`src/rtl/brisc_pkg.sv`:
```
// Shared types and default widths for the main-memory arbiter.
package brisc_pkg;

  localparam int ARB_ADDR_BITS = 32;
  localparam int ARB_LINE_BITS = 128;

  typedef enum logic [1:0] {
    ARB_IDLE,
    ARB_ISSUE,
    ARB_WAIT,
    ARB_RESP
  } arb_state_e;

  typedef enum logic {
    OWNER_IC,
    OWNER_DC
  } arb_owner_e;

endpackage

```
`src/rtl/arb_picker.sv`:
```
// Combinational grant select between I-cache and D-cache requests.
// MEM_ARB_ROUND_ROBIN_EN selects alternating grants on contention; otherwise D-cache wins.
module arb_picker
  import brisc_pkg::*;
(
  input  logic       ic_req,
  input  logic       dc_req,
`ifdef MEM_ARB_ROUND_ROBIN_EN
  input  arb_owner_e last_owner,
`endif
  output logic       grant_valid,
  output arb_owner_e grant_owner
);

  always_comb begin
    grant_valid = ic_req | dc_req;
    grant_owner = OWNER_IC;
`ifdef MEM_ARB_ROUND_ROBIN_EN
    if (ic_req && dc_req) begin
      grant_owner = (last_owner == OWNER_DC) ? OWNER_IC : OWNER_DC;
    end else if (dc_req) begin
      grant_owner = OWNER_DC;
    end
`else
    if (dc_req) begin
      grant_owner = OWNER_DC;
    end
`endif
  end

endmodule

```
`src/rtl/mem_arbiter.sv`:
```
// Shared main-memory port arbiter for I-cache refills and D-cache refills/write-backs.
// Optional MEM_ARB_ROUND_ROBIN_EN: alternate grants on contention instead of D-over-I priority.
//
//   state     | meaning
//   ----------+-----------------------------------------------------
//   ARB_IDLE  | no transaction; arbitrate and latch winner's request
//   ARB_ISSUE | mem_req_out high for this single cycle
//   ARB_WAIT  | address/data held, waiting for mem_resp_in
//   ARB_RESP  | owner's fill pulse with its line on data_out
module mem_arbiter
  import brisc_pkg::*;
#(
  parameter int ADDR_BITS = ARB_ADDR_BITS,
  parameter int LINE_BITS = ARB_LINE_BITS
) (
  input  logic                 clk,
  input  logic                 reset,
  input  logic                 ic_req_in,
  input  logic [ADDR_BITS-1:0] ic_addr_in,
  output logic                 ic_fill_out,
  output logic [LINE_BITS-1:0] ic_data_out,
  input  logic                 dc_req_in,
  input  logic                 dc_write_in,
  input  logic [ADDR_BITS-1:0] dc_addr_in,
  input  logic [LINE_BITS-1:0] dc_wdata_in,
  output logic                 dc_fill_out,
  output logic [LINE_BITS-1:0] dc_data_out,
  output logic                 mem_req_out,
  output logic                 mem_write_out,
  output logic [ADDR_BITS-1:0] mem_addr_out,
  output logic [LINE_BITS-1:0] mem_wdata_out,
  input  logic                 mem_resp_in,
  input  logic [LINE_BITS-1:0] mem_rdata_in,
  output logic                 busy_out
);

  arb_state_e state;
  arb_owner_e owner;
  logic       grant_valid;
  arb_owner_e grant_owner;

`ifdef MEM_ARB_ROUND_ROBIN_EN
  arb_owner_e last_owner;
`endif

  arb_picker u_picker (
    .ic_req      (ic_req_in),
    .dc_req      (dc_req_in),
`ifdef MEM_ARB_ROUND_ROBIN_EN
    .last_owner  (last_owner),
`endif
    .grant_valid (grant_valid),
    .grant_owner (grant_owner)
  );

  always_ff @(posedge clk) begin
    if (reset) begin
      state         <= ARB_IDLE;
      owner         <= OWNER_IC;
      ic_fill_out   <= 1'b0;
      ic_data_out   <= '0;
      dc_fill_out   <= 1'b0;
      dc_data_out   <= '0;
      mem_req_out   <= 1'b0;
      mem_write_out <= 1'b0;
      mem_addr_out  <= '0;
      mem_wdata_out <= '0;
      busy_out      <= 1'b0;
`ifdef MEM_ARB_ROUND_ROBIN_EN
      // Pretend D-cache went last so the I-cache wins the first contention.
      last_owner    <= OWNER_DC;
`endif
    end else begin
      case (state)
        ARB_IDLE: begin
          if (grant_valid) begin
            owner       <= grant_owner;
            state       <= ARB_ISSUE;
            mem_req_out <= 1'b1;
            busy_out    <= 1'b1;
`ifdef MEM_ARB_ROUND_ROBIN_EN
            last_owner  <= grant_owner;
`endif
            if (grant_owner == OWNER_DC) begin
              mem_write_out <= dc_write_in;
              mem_addr_out  <= dc_addr_in;
              mem_wdata_out <= dc_write_in ? dc_wdata_in : '0;
            end else begin
              mem_write_out <= 1'b0;
              mem_addr_out  <= ic_addr_in;
              mem_wdata_out <= '0;
            end
          end
        end
        ARB_ISSUE: begin
          mem_req_out <= 1'b0;
          state       <= ARB_WAIT;
        end
        ARB_WAIT: begin
          if (mem_resp_in) begin
            state <= ARB_RESP;
            if (owner == OWNER_IC) begin
              ic_fill_out <= 1'b1;
              ic_data_out <= mem_rdata_in;
            end else begin
              dc_fill_out <= 1'b1;
              dc_data_out <= mem_write_out ? '0 : mem_rdata_in;
            end
          end
        end
        ARB_RESP: begin
          ic_fill_out <= 1'b0;
          ic_data_out <= '0;
          dc_fill_out <= 1'b0;
          dc_data_out <= '0;
          busy_out    <= 1'b0;
          state       <= ARB_IDLE;
        end
        default: state <= ARB_IDLE;
      endcase
    end
  end

endmodule

```
`config.mk`:
```
export PLATFORM = sky130hd
export DESIGN_NAME = mem_arbiter
export DESIGN_NICKNAME = d
export VERILOG_FILES = /design/src/rtl/brisc_pkg.sv /design/src/rtl/arb_picker.sv /design/src/rtl/mem_arbiter.sv
export SDC_FILE = /design/constraint.sdc
export NUM_CORES = 1
export LEC_CHECK = 0
export CAP_MARGIN = 20
export CORE_AREA = 2 2 287 289
export DETAILED_ROUTE_END_ITERATION = 12
export DIE_AREA = 0 0 289 291
export SETUP_SLACK_MARGIN = 0.5
export SYNTH_ARGS = -nofsm -noshare
export SYNTH_HDL_FRONTEND = slang
export SYNTH_SLANG_ARGS = --single-unit
```
`constraint.sdc`:
```
create_clock -name clk -period 1.67 [get_ports clk]
set_input_delay 0.334 -clock clk [delete_from_list [all_inputs] [get_ports clk]]
set_output_delay 0.334 -clock clk [all_outputs]
set_load 0.01 [all_outputs]
```
**Yosys cells after proc, flatten, opt, wreduce, memory -nomap -nowiden**

Index checks and enable logic that the tools add are counted.

- Register bits: 424
- Logic and storage cells: 53
- Input port bits: 326
- Output and inout port bits: 421

- Bitwise logic cells: 1
- Eq/ne operators: 7
- Multiplexer cells: 24
- Reduce and logical (&&, ||, !) cells: 10

Operators with widths:

| cell | count |
|---|---|
| $mux W128 | 7 |
| $pmux W128 S2 | 2 |
| $mux W32 | 1 |
| $ne A2 B2 Y1 const B | 4 |
| $pmux W1 S2 | 4 |
| $pmux W2 S4 | 1 |
| $reduce_and A2 Y1 | 4 |
| $mux W1 | 7 |
| $reduce_and A3 Y1 | 2 |
| $reduce_bool A2 Y1 | 3 |
| $eq A2 B2 Y1 const B | 2 |
| $mux W2 | 2 |
| $eq A2 B1 Y1 const B | 1 |
| $logic_not A2 Y1 | 1 |
| $or A1 B1 Y1 | 1 |

**Longest topological paths before layout**

- Word-level depth: 4
- Mapped depth: 7
- Gate-level depth less buffers: 5

**Cells and area by module**

Synthesis repeated with hierarchy kept, for this count alone.

- Cell total of the unflattened synthesis: 1,929
- Area, all modules: 16,828.6 um2

By module, submodules not included:

| module | instances | area an instance (um2) | cells each | sequential area each (um2) |
|---|---|---|---|---|
| mem_arbiter | 1 | 16,814.9 | 1,927 | 8,488.1 |
| arb_picker | 1 | 13.8 | 2 | 0.0 |

**Worst setup path before layout**

Ideal clock, no wire load.

- Kind: register to register
- From: register state[0]
- To: register ic_data_out[10]
- Buffers on the path: 2
- Setup time: 70 ps
- Stages on the path, launching flop included: 8
- Clock period less this slack: 1,645 ps
- Data required time: 1,600 ps
- Arrival: 1,575 ps
- Slack: 25 ps
- Path through: dfxtp_1 inv_1 ha_1 nand3b_1 clkbuf_1 clkbuf_1 nand3_1 a21oi_1

- Word-level cells in the longest chain between the ends: 3
- Elaborated cells on any way between the ends: 7
- Classes of those cells: 4 x eq/ne; 1 x mux; 2 x reduce/logical

RTL lines:

| element | line | text |
|---|---|---|
| start, declared | mem_arbiter.sv:37 | `arb_state_e state;` |
| start signal, assigned | mem_arbiter.sv:58 | `state <= ARB_IDLE;` |
| start signal, assigned | mem_arbiter.sv:78 | `state <= ARB_ISSUE;` |
| start signal, assigned | mem_arbiter.sv:97 | `state <= ARB_WAIT;` |
| $eq A2 B2 Y1 | mem_arbiter.sv:74 | `case (state)` |
| $ne A2 B2 Y1 (no source line) / $reduce_bool A2 Y1 (equally long branches) | n/a |  |
| $reduce_and A3 Y1 (no source line) | n/a |  |
| end signal, assigned | mem_arbiter.sv:104 | `ic_data_out <= mem_rdata_in;` |
| end, declared | mem_arbiter.sv:21 | `output logic [LINE_BITS-1:0] ic_data_out,` |

Several ways; a longest one is shown, not always the timed one.
A chain may end at the register's enable or synchronous reset.

**Worst setup path in the final report**

- From: register state[0]
- To: register ic_data_out[98]

The elaborated chain is that of the path after synthesis.

==> results by group <==
Setup path
  • Worst path max stage delay: 0.39 ns
  • Worst reg2reg setup slack: 0.03 ns
  • R2R Path End: ic_data_out[98]$_SDFFE_PP0P_
  • Worst setup path startpoint: state[0]$_SDFFE_PP0P_
  • Critical path launch point type: flip-flop
  • Kind of critical path: reg2reg
  • Worst R2R Path Depth: 9
  • Critical Path AT: 2.16 ns
  • Most frequent CP cell: buf_6
  • Worst setup path end: ic_data_out[98]$_SDFFE_PP0P_
  • Critical path endpoint category: flip-flop
  • RR Startpoint: state[0]$_SDFFE_PP0P_
  • Slowest-stage cell, CP: dfxtp_4
  • CP max FO: 8
  • Crit-path cells: inv_4 -> ha_4 -> buf_6 -> nor2b_4 -> buf_6 -> buf_12 -> clkbuf_16 -> o21ai_1 -> a21oi_1
  • Critical path required time: 2.19 ns

Yosys
  • FF+latch count, synth: 424
  • Sequential share of the synthesized area: 50.5%
  • Post-Syn Instances: 1928
  • Most frequent cell after synthesis: dfxtp_1
  • Top post-synthesis cells by area: dfxtp_1 51%, nand4b_1 6.7%, a22oi_1 5.8%, o21ai_1 5.4%, nor2b_1 4.8%
  • Synth unique cells: 31
  • Top FF cell, synth: dfxtp_1
  • Post-synth EDFFs: 0
  • Async S/R FF share, synth: 0%
  • Synthesized cell area: 16800 sq um
  • Yosys top cell by area: dfxtp_1
  • Synth Warn #: 0
  • Synth top area share: 50.5%
  • Syn Area/Cell: 8.71 sq um
  • Synthesized Nets: 2260
  • Post-synth top cells: 424 x dfxtp_1, 180 x o21ai_1, 164 x nor2_1

Timing
  • Final Cycle Share: 98.1%
  • Final setup fails: 0
  • Hold Vio Cnt, Final: 0
  • RSZ-0062 raised after global routing: true
  • Measured slew at the worst slew-check pin: 0.622 ns
  • Slew HR: 58.5%
  • Total negative slack: 0 ns
  • Max Transition Viols Final: 0
  • Peak Freq: 610 MHz
  • Fin crit period: 1.64 ns
  • Max Clock Skew: 0.0173 ns
  • Final worst slack: 0.0313 ns

Placed design
  • Setup WS pre-CTS: -0.225 ns
  • Detailed Place HPWL: 58000 um
  • PortBufs: 746
  • RePlAce Congestion: 0.863
  • Total placed instance area: 26200 sq um

Clock network
  • Clk Latency, worst-skew pair: 0.60 ns
  • CTS H-tree lvls: 2
  • CTS Buf Count: 51
  • CTS max path bufs: 3
  • CTS tree: yes
  • # clock sinks: 424
  • Clock transition at path regs: 0.06 ns
  • Cts hold-fix bufs: 0
  • CTS Root Cell: clkbuf_16

Pwr
  • Worst VDD drop: 0.729 mV
  • PD cells: 1330 nW/um^2
  • Static Leak: 0.0124 uW
  • Power after layout: 39300 uW

Final layout
  • Layout net count: 3028
  • Final Instance Area: 29600 sq um
  • Synth-to-layout area growth: 76.2%
  • Share of layout cells above drive strength 1: 21.1%

Floorplanning
  • Rows: 105
  • Die area: 84100 sq um
  • Chip height: 291 um
  • Starting Density: 20.7%
  • Core ar.: 81200 sq um
  • # IOs: 747
  • Chip width: 289 um

GRT
  • Vias in the first global route: 17177
  • First-pass GRT wire length: 116000 um
  • Tot GR Track Use: 18.2%
  • Initial antenna violation count: 16
  • Largest net degree at the start of global routing: 112
  • GR Overflow Total: 0

Drt
  • Via count: 17862
  • Drt via density: 4.69
  • Wire length per cell: 22.8 um
  • DRT iter0 DRCs: 1027
  • DRC errors left: 0
  • Total wire length: 87000 um
  • Post-route ant nets: 0
  • DR pass1 iterations: 5

Worst hold path
  • Hold Path Stages: 2
  • Worst hold-check path type: in2reg

Run status
  • Status: complete, no violations

Run
  • Max cap viols: 0
==> registers in the layout, indices dropped and copies added, names as in the netlist <==
| signal | flops |
|---|---|
| mem_wdata_out | 128 |
| owner | 1 |
| dc_data_out | 128 |
| mem_write_out | 1 |
| ic_data_out | 128 |
| dc_fill_out | 1 |
| state | 2 |
| ic_fill_out | 1 |
| mem_req_out | 1 |
| busy_out | 1 |
| mem_addr_out | 32 |
==> worst max-delay path: cells and delay by family, from the launching register on <==
kind | cells | cell delay, ns
DFF | 1 | 0.39
AOI/OAI and AO/OA | 2 | 0.18
adders and majority gates | 1 | 0.18
and+or+nand+nor | 1 | 0.12
buffers and inverters | 5 | 0.66
==> power breakdown <==
part	internal, uW	switching, uW
combinational	6660	7700
sequential	11800	947
clock	7560	4690
total	26000	13300
==> stage by stage <==
stage | hold slack, ns | utilization (%) | std cells
after floorplan | 0.467 | - | 1928
after global placement | 0.450 | 32.3 | 3636
after detailed placement | 0.455 | 32.3 | 3636
after CTS | 0.0112 | 34.9 | 3766
after global routing | 0.0385 | 36.5 | 3809
final | 0.0470 | 36.5 | 3809
==> layout make-up <==
| type | count | area (sq um) |
|---|---|---|
| Antenna cell | 2 | 5.00 |
| Clock buffer | 77 | 1540 |
| Clock inverter | 17 | 305 |
| Fill cell | 8352 | 51600 |
| Inverter | 4 | 20.0 |
| Multi-Input combinational cell | 1288 | 7880 |
| Sequential cell | 424 | 8640 |
| Tap cell | 1070 | 1340 |
| Timing Repair Buffer | 927 | 9870 |
==> cell families after synthesis <==
group | count (synthesis) | share of synthesized area [%]
DFF | 424 | 50.5
AOI/OAI and AO/OA | 557 | 19.1
buffers and inverters | 216 | 5.56
adders and majority gates | 6 | 0.447
and+or+nand+nor | 692 | 22.4
muxes | 33 | 1.97
==> routing by layer <==
layer	vias to the layer above	global-route usage, %	wire, um
li1	8409	-	-
met1	8546	20.8	34400
met2	733	30.5	41100
met3	150	7.02	8500
met4	24	6.41	2860
met5	-	0	160
==> worst min-delay path by stage <==
stage                                            start                       endpoint
after floorplan                      mem_rdata_in[100]  dc_data_out[100]$_SDFFE_PP0P_
after global placement    ic_data_out[48]$_SDFFE_PP0P_   ic_data_out[48]$_SDFFE_PP0P_
after detailed placement  ic_data_out[15]$_SDFFE_PP0P_   ic_data_out[15]$_SDFFE_PP0P_
after CTS                                        reset  ic_data_out[122]$_SDFFE_PP0P_
after global routing                             reset   ic_data_out[42]$_SDFFE_PP0P_
final                                            reset  ic_data_out[122]$_SDFFE_PP0P_
==> placed cells by master, fill, tap and decap left out, types with 3 or more instances in the layout <==
master	n
clkinv_2	5
nand3_1	128
dlygate4sd2_1	319
a211oi_2	11
nor2b_1	128
nor2_1	164
clkbuf_1	11
buf_4	79
buf_6	116
o21ai_2	64
buf_16	11
a21oi_2	11
dfxtp_1	325
o21ai_1	155
a211oi_1	24
o21ai_0	32
clkdlybuf4s50_1	323
nand2_1	130
dfxtp_2	88
clkbuf_16	76
nand4b_1	128
o21ai_4	6
mux2i_1	33
buf_8	8
buf_12	45
a22oi_1	128
dfxtp_4	11
clkbuf_8	14
bufinv_16	8
a21oi_1	120
ha_4	3
==> timing repair <==
item                                    4_1_cts  5_1_grt
hold endpoints to repair                      0        0
pin swaps                                     1      105
cloned                                        4       28
endpoints found under the setup margin      845      845
resized for setup                          1021      154
buffers inserted                             32       13
Note: power is estimated with default switching activity, not from simulation.
